[config.mk]
export PLATFORM = sky130hd
export DESIGN_NAME = bp_be_fe_queue_ckpt
export DESIGN_NICKNAME = d
export VERILOG_FILES = /design/src/rtl/bp_be_fe_queue_ckpt_pkg.sv /design/src/rtl/bp_be_fe_queue_ckpt_ptr.sv /design/src/rtl/bp_be_fe_queue_ckpt.sv
export SDC_FILE = /design/constraint.sdc
export NUM_CORES = 1
export LEC_CHECK = 0
export BUFFER_PORTS_ARGS = -buffer_cell sky130_fd_sc_hd__buf_2
export CAP_MARGIN = 15
export CORE_ASPECT_RATIO = 0.9
export CORE_MARGIN = 4
export CORE_UTILIZATION = 37
export DETAILED_ROUTE_END_ITERATION = 10
export SKIP_LAST_GASP = 1
export SYNTH_ARGS = -nofsm -noshare
export SYNTH_HDL_FRONTEND = slang
export SYNTH_HIERARCHICAL = 1
export SYNTH_SLANG_ARGS = --single-unit
export TNS_END_PERCENT = 30
[constraint.sdc]
create_clock -name clk_i -period 22.1 [get_ports clk_i]
set_input_delay 4.42 -clock clk_i [delete_from_list [all_inputs] [get_ports clk_i]]
set_output_delay 4.42 -clock clk_i [all_outputs]
set_load 0.005 [all_outputs]
[src/rtl/bp_be_fe_queue_ckpt_pkg.sv]
// Shared types for the FE->BE checkpointing queue: the FE queue packet
// layout and the processor-configuration widths it depends on.
package bp_be_fe_queue_ckpt_pkg;

  localparam int vaddr_width_p               = 39;
  localparam int branch_metadata_fwd_width_p = 16;

  typedef enum logic [0:0] {
    e_fe_fetch     = 1'b0,
    e_fe_exception = 1'b1
  } bp_fe_queue_type_e;

  typedef struct packed {
    bp_fe_queue_type_e                       msg_type;
    logic [vaddr_width_p-1:0]                pc;
    logic [31:0]                             instr;
    logic [branch_metadata_fwd_width_p-1:0]  branch_metadata_fwd;
  } bp_fe_queue_s;

  localparam int fe_queue_width_lp = $bits(bp_fe_queue_s);

endpackage

[src/rtl/bp_be_fe_queue_ckpt_ptr.sv]
// One queue pointer: wrap-bit counter with clear, load and increment.
// Clear and reset share a path; load beats increment.
module bp_be_fe_queue_ckpt_ptr #(
  parameter int ptr_width_p = 4
) (
  input  logic                   clk_i,
  input  logic                   reset_i,
  input  logic                   clr_i,
  input  logic                   inc_i,
  input  logic                   ld_i,
  input  logic [ptr_width_p-1:0] ld_val_i,
  output logic [ptr_width_p-1:0] ptr_o
);

  logic [ptr_width_p-1:0] r_ptr;

  // Pointer register; arithmetic wraps naturally modulo 2^ptr_width_p.
  always_ff @(posedge clk_i) begin
    if (reset_i || clr_i) begin
      r_ptr <= '0;
    end else if (ld_i) begin
      r_ptr <= ld_val_i;
    end else if (inc_i) begin
      r_ptr <= r_ptr + 1'b1;
    end
  end

  assign ptr_o = r_ptr;

endmodule

[src/rtl/bp_be_fe_queue_ckpt.sv]
// Checkpointing FIFO between FE and BE scheduler. Three pointers:
// wptr (write), rptr (speculative issue) and cptr (commit). Issued but
// uncommitted entries stay resident so a roll can replay them; only
// commit frees space. clr_v_i empties the queue on an FE redirect.
module bp_be_fe_queue_ckpt
  import bp_be_fe_queue_ckpt_pkg::*;
#(
  parameter int els_p = 8
) (
  input  logic                         clk_i,
  input  logic                         reset_i,
  input  logic                         clr_v_i,
  input  logic [fe_queue_width_lp-1:0] fe_queue_i,
  input  logic                         fe_queue_v_i,
  output logic                         fe_queue_ready_o,
  output logic [fe_queue_width_lp-1:0] fe_queue_o,
  output logic                         fe_queue_v_o,
  input  logic                         fe_queue_yumi_i,
  input  logic                         fe_queue_roll_i,
  input  logic                         fe_queue_deq_i
);

  localparam int idx_width_lp = $clog2(els_p);
  localparam int ptr_width_lp = idx_width_lp + 1;

  logic [ptr_width_lp-1:0]      w_wptr, w_rptr, w_cptr, w_cptr_nxt;
  logic                         w_full, w_enq, w_yumi, w_deq, w_roll;
  logic [fe_queue_width_lp-1:0] r_mem [els_p];

  // Full when indices match but wrap bits differ; only commit frees space.
  assign w_full = (w_wptr[idx_width_lp-1:0] == w_cptr[idx_width_lp-1:0])
                & (w_wptr[ptr_width_lp-1] != w_cptr[ptr_width_lp-1]);

  assign fe_queue_ready_o = ~w_full;
  assign fe_queue_v_o     = (w_rptr != w_wptr);
  assign fe_queue_o       = r_mem[w_rptr[idx_width_lp-1:0]];

  // clr discards everything else this cycle; roll overrides yumi; illegal
  // yumi/deq requests are dropped.
  assign w_enq  = fe_queue_v_i & ~w_full & ~clr_v_i;
  assign w_roll = fe_queue_roll_i & ~clr_v_i;
  assign w_yumi = fe_queue_yumi_i & fe_queue_v_o & ~w_roll & ~clr_v_i;
  assign w_deq  = fe_queue_deq_i & (w_cptr != w_rptr) & ~clr_v_i;

  // Roll targets the commit pointer after this cycle's deq is applied.
  assign w_cptr_nxt = w_cptr + {{(ptr_width_lp-1){1'b0}}, w_deq};

  bp_be_fe_queue_ckpt_ptr #(.ptr_width_p(ptr_width_lp)) u_wptr (
    .clk_i    (clk_i),
    .reset_i  (reset_i),
    .clr_i    (clr_v_i),
    .inc_i    (w_enq),
    .ld_i     (1'b0),
    .ld_val_i ({ptr_width_lp{1'b0}}),
    .ptr_o    (w_wptr)
  );

  bp_be_fe_queue_ckpt_ptr #(.ptr_width_p(ptr_width_lp)) u_rptr (
    .clk_i    (clk_i),
    .reset_i  (reset_i),
    .clr_i    (clr_v_i),
    .inc_i    (w_yumi),
    .ld_i     (w_roll),
    .ld_val_i (w_cptr_nxt),
    .ptr_o    (w_rptr)
  );

  bp_be_fe_queue_ckpt_ptr #(.ptr_width_p(ptr_width_lp)) u_cptr (
    .clk_i    (clk_i),
    .reset_i  (reset_i),
    .clr_i    (clr_v_i),
    .inc_i    (w_deq),
    .ld_i     (1'b0),
    .ld_val_i ({ptr_width_lp{1'b0}}),
    .ptr_o    (w_cptr)
  );

  // Entry storage; data is never reset, and a write is only visible next cycle.
  always_ff @(posedge clk_i) begin
    if (w_enq) begin
      r_mem[w_wptr[idx_width_lp-1:0]] <= fe_queue_i;
    end
  end

  // Flag protocol violations from the scheduler; the logic above ignores them.
  always_ff @(posedge clk_i) begin
    if (!reset_i && !clr_v_i) begin
      assert (!(fe_queue_yumi_i && !fe_queue_roll_i && !fe_queue_v_o));
      assert (!(fe_queue_deq_i && (w_cptr == w_rptr)));
    end
  end

endmodule

==> impl_metrics.ini, run 1 <==
[logic_synthesis]
synth_common_cells = edfxtp_1, mux4_2, mux2_2
avgSynthCellArea_um2 = 24.18
synthFlopType = edfxtp_1
ys_seq_elements = 716
yosys.area.top_type = edfxtp_1
synth_edf_count = 704
synthArstFlopShare = 0
synthTopCellsByArea = edfxtp_1, mux4_2, mux2_2
yosysUniqueCellTypes = 31
yosysSeqAreaShare = 0.7811
yosysWarnings = 6
synth_most_common_cell = edfxtp_1
netlist_area_um2 = 27370
synth_top_area_frac = 0.7723
syn-instance-count = 1132

[drt]
ant_nets = 0
firstDrtPassIters = 5
drc = 0
wl_um = 56000
via_count = 12144
viasPerCell = 5.056
drt_iter0_drc = 789
avgRoutedWirePerCell_um = 23.32

[clock_network]
ctsHoldBuffers = 0
htreeDepth = 3
clkSinkCount = 716
numCtsBuffers = 75
cts_root_buf = clkbuf_16
clkLatencyLatePin_ns = 0.62
cts-resized-gates = 0
cts_max_path_buffers = 3
cts_tree = yes
postCtsSetupBuffers = 0
clkTransAtPathRegs_ns = 0.06

[layout]
final_area_um2 = 31960
drive_above_1_share = 0.4024
area_growth_pct = 16.74
fin_nets = 1479

[floorplan]
start_util = 0.3742
pin_count = 185
fp-row-count = 94
coreArea_um2 = 73160
die_h_um = 266.0
dieArea_um2 = 78400
die_w_um = 294.7

[global_routing]
antenna_found_initial = 7
grt_max_degree = 96
grt_pass1_vias = 13045
grt_pass1_wl_um = 84860
overflow = 0
grt_usage = 0.1453

[critical_path]
end_kind = primary output
cp_max_fo = 44
r2r_cells = 9
setup.worst_path.start_class = flip-flop
path_class = flip-flop to primary output
arrival_ns = 3.55
worstPathRequired_ns = 17.68

[sta]
worstMarginPinSlew_ns = 1.096
slew_viol_final = 0
skew_ns = 0.02481
fmaxAchievable_mhz = 125.5
finalHoldViolations = 0
setup_tns_ns = 0
layout_min_cycle_time_ns = 7.967
finalSetupViolCount = 0
fin_hold_ws_ns = 0.6275
relSlewSlack = 0.2695
finalCritPeriodShare = 0.3605
rsz0062_at_grt = false

[hold_path]
holdCritPathClass = flip-flop to flip-flop
worstHoldPathCells = 2

[power_and_ir_drop]
leakagePower_uw = 0.01004
ir_drop_mv = 0.06292
p_total_uw = 2867
p_per_area_nw_per_um2 = 89.71

[placed_design]
numPortBuffers = 184
dpl.hpwl_um = 29180
globalplace.congestion = 0.6898
placed_area_um2 = 29460

[outcome]
status = complete, no violations

[flow_run]
maxCapViolCount = 0
area by class of cell:
cell class                 count  area, um^2
fill                        6301       41200
clock inverter                43       501.7
multi-input combinational    377        5757
timing repair buffer         205        1091
tap                          960        1201
clock buffer                  94        1991
antenna                        3       7.507
sequential                   716       21390
inverter                       4       15.01
cells by family after synthesis:
group / after synthesis / share of synthesized area
AO/OA/AOI/OAI: 18 / 0.003291
XOR/XNOR: 23 / 0.007359
adder cells (fa/ha/maj): 5 / 0.002285
buffers and inverters: 56 / 0.01280
flip-flops: 716 / 0.7811
multiplexers: 267 / 0.1836
other: 1 / 0.0001370
AND/OR/NAND/NOR: 46 / 0.009462
critical path, cell delays in order (launching register included):
cell and delay [ns]:
dfxtp_4 0.94, buf_4 0.82, mux4_1 0.65, mux2_2 0.30, buf_2 0.13
per-layer routing:
metal,GRT usage,up-vias,share of wire
li1,-,5317,-
met1,0.1953,6495,0.44
met2,0.2413,226,0.49
met3,0.03109,96,0.045
met4,0.04158,10,0.023
met5,0,-,0.0011
through the flow:
stage | std cells | util | setup slack, ns
CTS | 2399 | 0.4367 | 13.96
global route | 2400 | 0.4368 | 13.76
detailed placement | 2262 | 0.4026 | 14.62
global placement | 2262 | 0.4026 | 14.67
finish | 2402 | 0.4368 | 14.13
floorplan | 1149 | - | 7.627
layout by cell type (no fill, tap or decap), types with 6 or more instances in the layout:
cell type | Yosys | final
edfxtp_1 | 704 | 704
buf_2 | 16 | 184
mux4_2 | 165 | 165
mux2_2 | 88 | 88
clkbuf_16 | 0 | 77
buf_4 | 0 | 20
conb_1 | 1 | 18
clkbuf_1 | 16 | 17
xor2_1 | 14 | 14
clkinv_2 | 0 | 14
o21ai_0 | 12 | 12
mux4_1 | 11 | 11
nand2_1 | 11 | 11
clkinv_1 | 0 | 11
xnor2_1 | 9 | 9
dfxtp_1 | 12 | 9
bufinv_16 | 0 | 8
nand4_1 | 6 | 6
a21oi_1 | 6 | 6
and2_1 | 6 | 6
registers in the layout, summed over array words and instances, names as in the netlist:
register      flops
u_cptr/ptr_o      4
u_rptr/ptr_o      4
r_mem           704
u_wptr/ptr_o      4
worst paths after layout:
| kind | from | end | slack [ns] |
|---|---|---|---|
| worst max-delay path | u_rptr/ptr_o[0]$_SDFFE_PP0P_ | fe_queue_o[19] | 14.13 |
| worst min-delay path | u_rptr/ptr_o[3]$_SDFFE_PP0P_ | u_rptr/ptr_o[3]$_SDFFE_PP0P_ | 0.63 |
| worst max register to register | u_rptr/ptr_o[0]$_SDFFE_PP0P_ | u_rptr/ptr_o[1]$_SDFFE_PP0P_ | 18.67 |
| worst min register to register | u_rptr/ptr_o[3]$_SDFFE_PP0P_ | u_rptr/ptr_o[3]$_SDFFE_PP0P_ | 0.63 |
report_power, final:
part           internal [uW]  switching [uW]
sequential              1510            7.10
clock                    740             514
combinational           45.0            53.4
total                   2290             575
Power figures use the tool's default switching activity.
==> run 2, diff against run 1 <==
- clock period: 22.1 -> 6.9 ns (I/O delays scaled with it)
==> impl_metrics.ini, run 2 (synthesis results as in run 1) <==
[placed_design]
globalplace.congestion = 0.6840
numPortBuffers = 184
dp_slack_ns = 2.915
numPlacedInstances = 2262
dpl.hpwl_um = 29280

[drt]
wl_um = 56360
viasPerCell = 5.105
drt_iter0_drc = 812
via_count = 12237
ant_nets = 0
avgRoutedWirePerCell_um = 23.51
firstDrtPassIters = 5
drc = 0

[flow_run]
maxCapViolCount = 0

[power_and_ir_drop]
ir_drop_mv = 0.1975
leakagePower_uw = 0.01000
p_per_area_nw_per_um2 = 281.7

[critical_path]
setup.worst_path.start_class = flip-flop
worstPathRequired_ns = 5.52
path_class = flip-flop to primary output
path_cells = buf_4 > mux4_1 > mux2_2 > buf_2
slowest_stage = dfxtp_4
end_kind = primary output
slowest_delay_ns = 0.89
cp_max_fo = 40
arrival_ns = 3.14

[clock_network]
htreeDepth = 3
clkTransAtPathRegs_ns = 0.06
clkLatencyLatePin_ns = 0.60
clkSinkCount = 716
cts_root_buf = clkbuf_16
ctsHoldBuffers = 0
postCtsSetupBuffers = 0
cts-resized-gates = 0
numCtsBuffers = 76
cts_max_path_buffers = 3
cts_tree = yes

[floorplan]
start_util = 0.3742
die_h_um = 266.0
die_w_um = 294.7
fp-row-count = 94
coreArea_um2 = 73160
dieArea_um2 = 78400
pin_count = 185

[global_routing]
grt_max_degree = 101
overflow = 0
grt_pass1_vias = 13266
antenna_found_initial = 9
grt_pass1_wl_um = 85230
grt_usage = 0.1455

[sta]
finalHoldViolations = 0
finalSetupViolCount = 0
setup_tns_ns = 0
layout_min_cycle_time_ns = 4.516
rsz0062_at_grt = false
finalCritPeriodShare = 0.6545
worst_slack_ns = 2.384
slew_viol_final = 0
fin_hold_ws_ns = 0.6277
relSlewSlack = 0.2509
fmaxAchievable_mhz = 221.4
skew_ns = 0.01716
worstMarginPinSlew_ns = 1.115

[layout]
fin_nets = 1480
fin_util = 0.4358
mostFrequentLayoutCells = edfxtp_1, buf_2, mux4_2, mux2_2, clkbuf_16
final_common_cell = edfxtp_1
instances_no_fill = 2397
area_growth_pct = 16.47
largest_reg_flops = 704
drive_above_1_share = 0.4004

[outcome]
status = complete, no violations

[hold_path]
holdCritPathClass = flip-flop to flip-flop
==> run 2: cell types whose count changed in the layout (fill, tap and decap cells not counted), sizes merged <==
cell	delta
clkbuf	+1
clkinv	-1
diode	-2
inv	+5
bufinv	-4
clkinvlp	-4
==> run 2: final cells by class <==
| cell class | instances | area, um^2 |
|---|---|---|
| antenna | 1 | 2.502 |
| sequential | 716 | 21390 |
| clock buffer | 95 | 2003 |
| fill | 6289 | 41270 |
| inverter | 4 | 15.01 |
| tap | 960 | 1201 |
| multi-input combinational | 377 | 5792 |
| timing repair buffer | 205 | 1154 |
| clock inverter | 39 | 322.8 |
==> run 2: stage by stage <==
step,instance area (um^2),total power [uW]
6_report,31880,8982
5_1_grt,31880,9330
4_1_cts,31880,9114
3_5_place_dp,29550,5268
3_3_place_gp,29550,5257
2_1_floorplan,27460,5101
==> run 2: report_power, final <==
part,switching [uW],total [uW],internal [uW]
combinational,175,320,146
sequential,21.0,4850,4830
clock,1600,3810,2210
total,1800,8980,7180
==> run 2: final timing paths <==
path / startpoint / to / slack (ns) / cells past startpoint
worst min-delay path: u_wptr/ptr_o[3]$_SDFFE_PP0P_ / u_wptr/ptr_o[3]$_SDFFE_PP0P_ / 0.63 / 2
worst min register to register: u_wptr/ptr_o[3]$_SDFFE_PP0P_ / u_wptr/ptr_o[3]$_SDFFE_PP0P_ / 0.63 / 2
worst max-delay path: u_rptr/ptr_o[0]$_SDFFE_PP0P_ / fe_queue_o[78] / 2.38 / 4
worst max register to register: u_wptr/ptr_o[2]$_SDFFE_PP0P_ / r_mem[1][47]$_DFFE_PP_ / 3.84 / 4
==> run 2: routing by layer <==
layer  global-route usage  wire length [um]
met5                    0                79
met4              0.03790              1064
met3              0.03251              2646
met2               0.2465             28640
met1               0.1919             23930
==> run 2: worst max-delay path: cells and delay by family, from the launching register on <==
family                 cells  cell delay (ns)
buffers and inverters      2             0.73
DFF                        1             0.89
muxes                      2             0.89
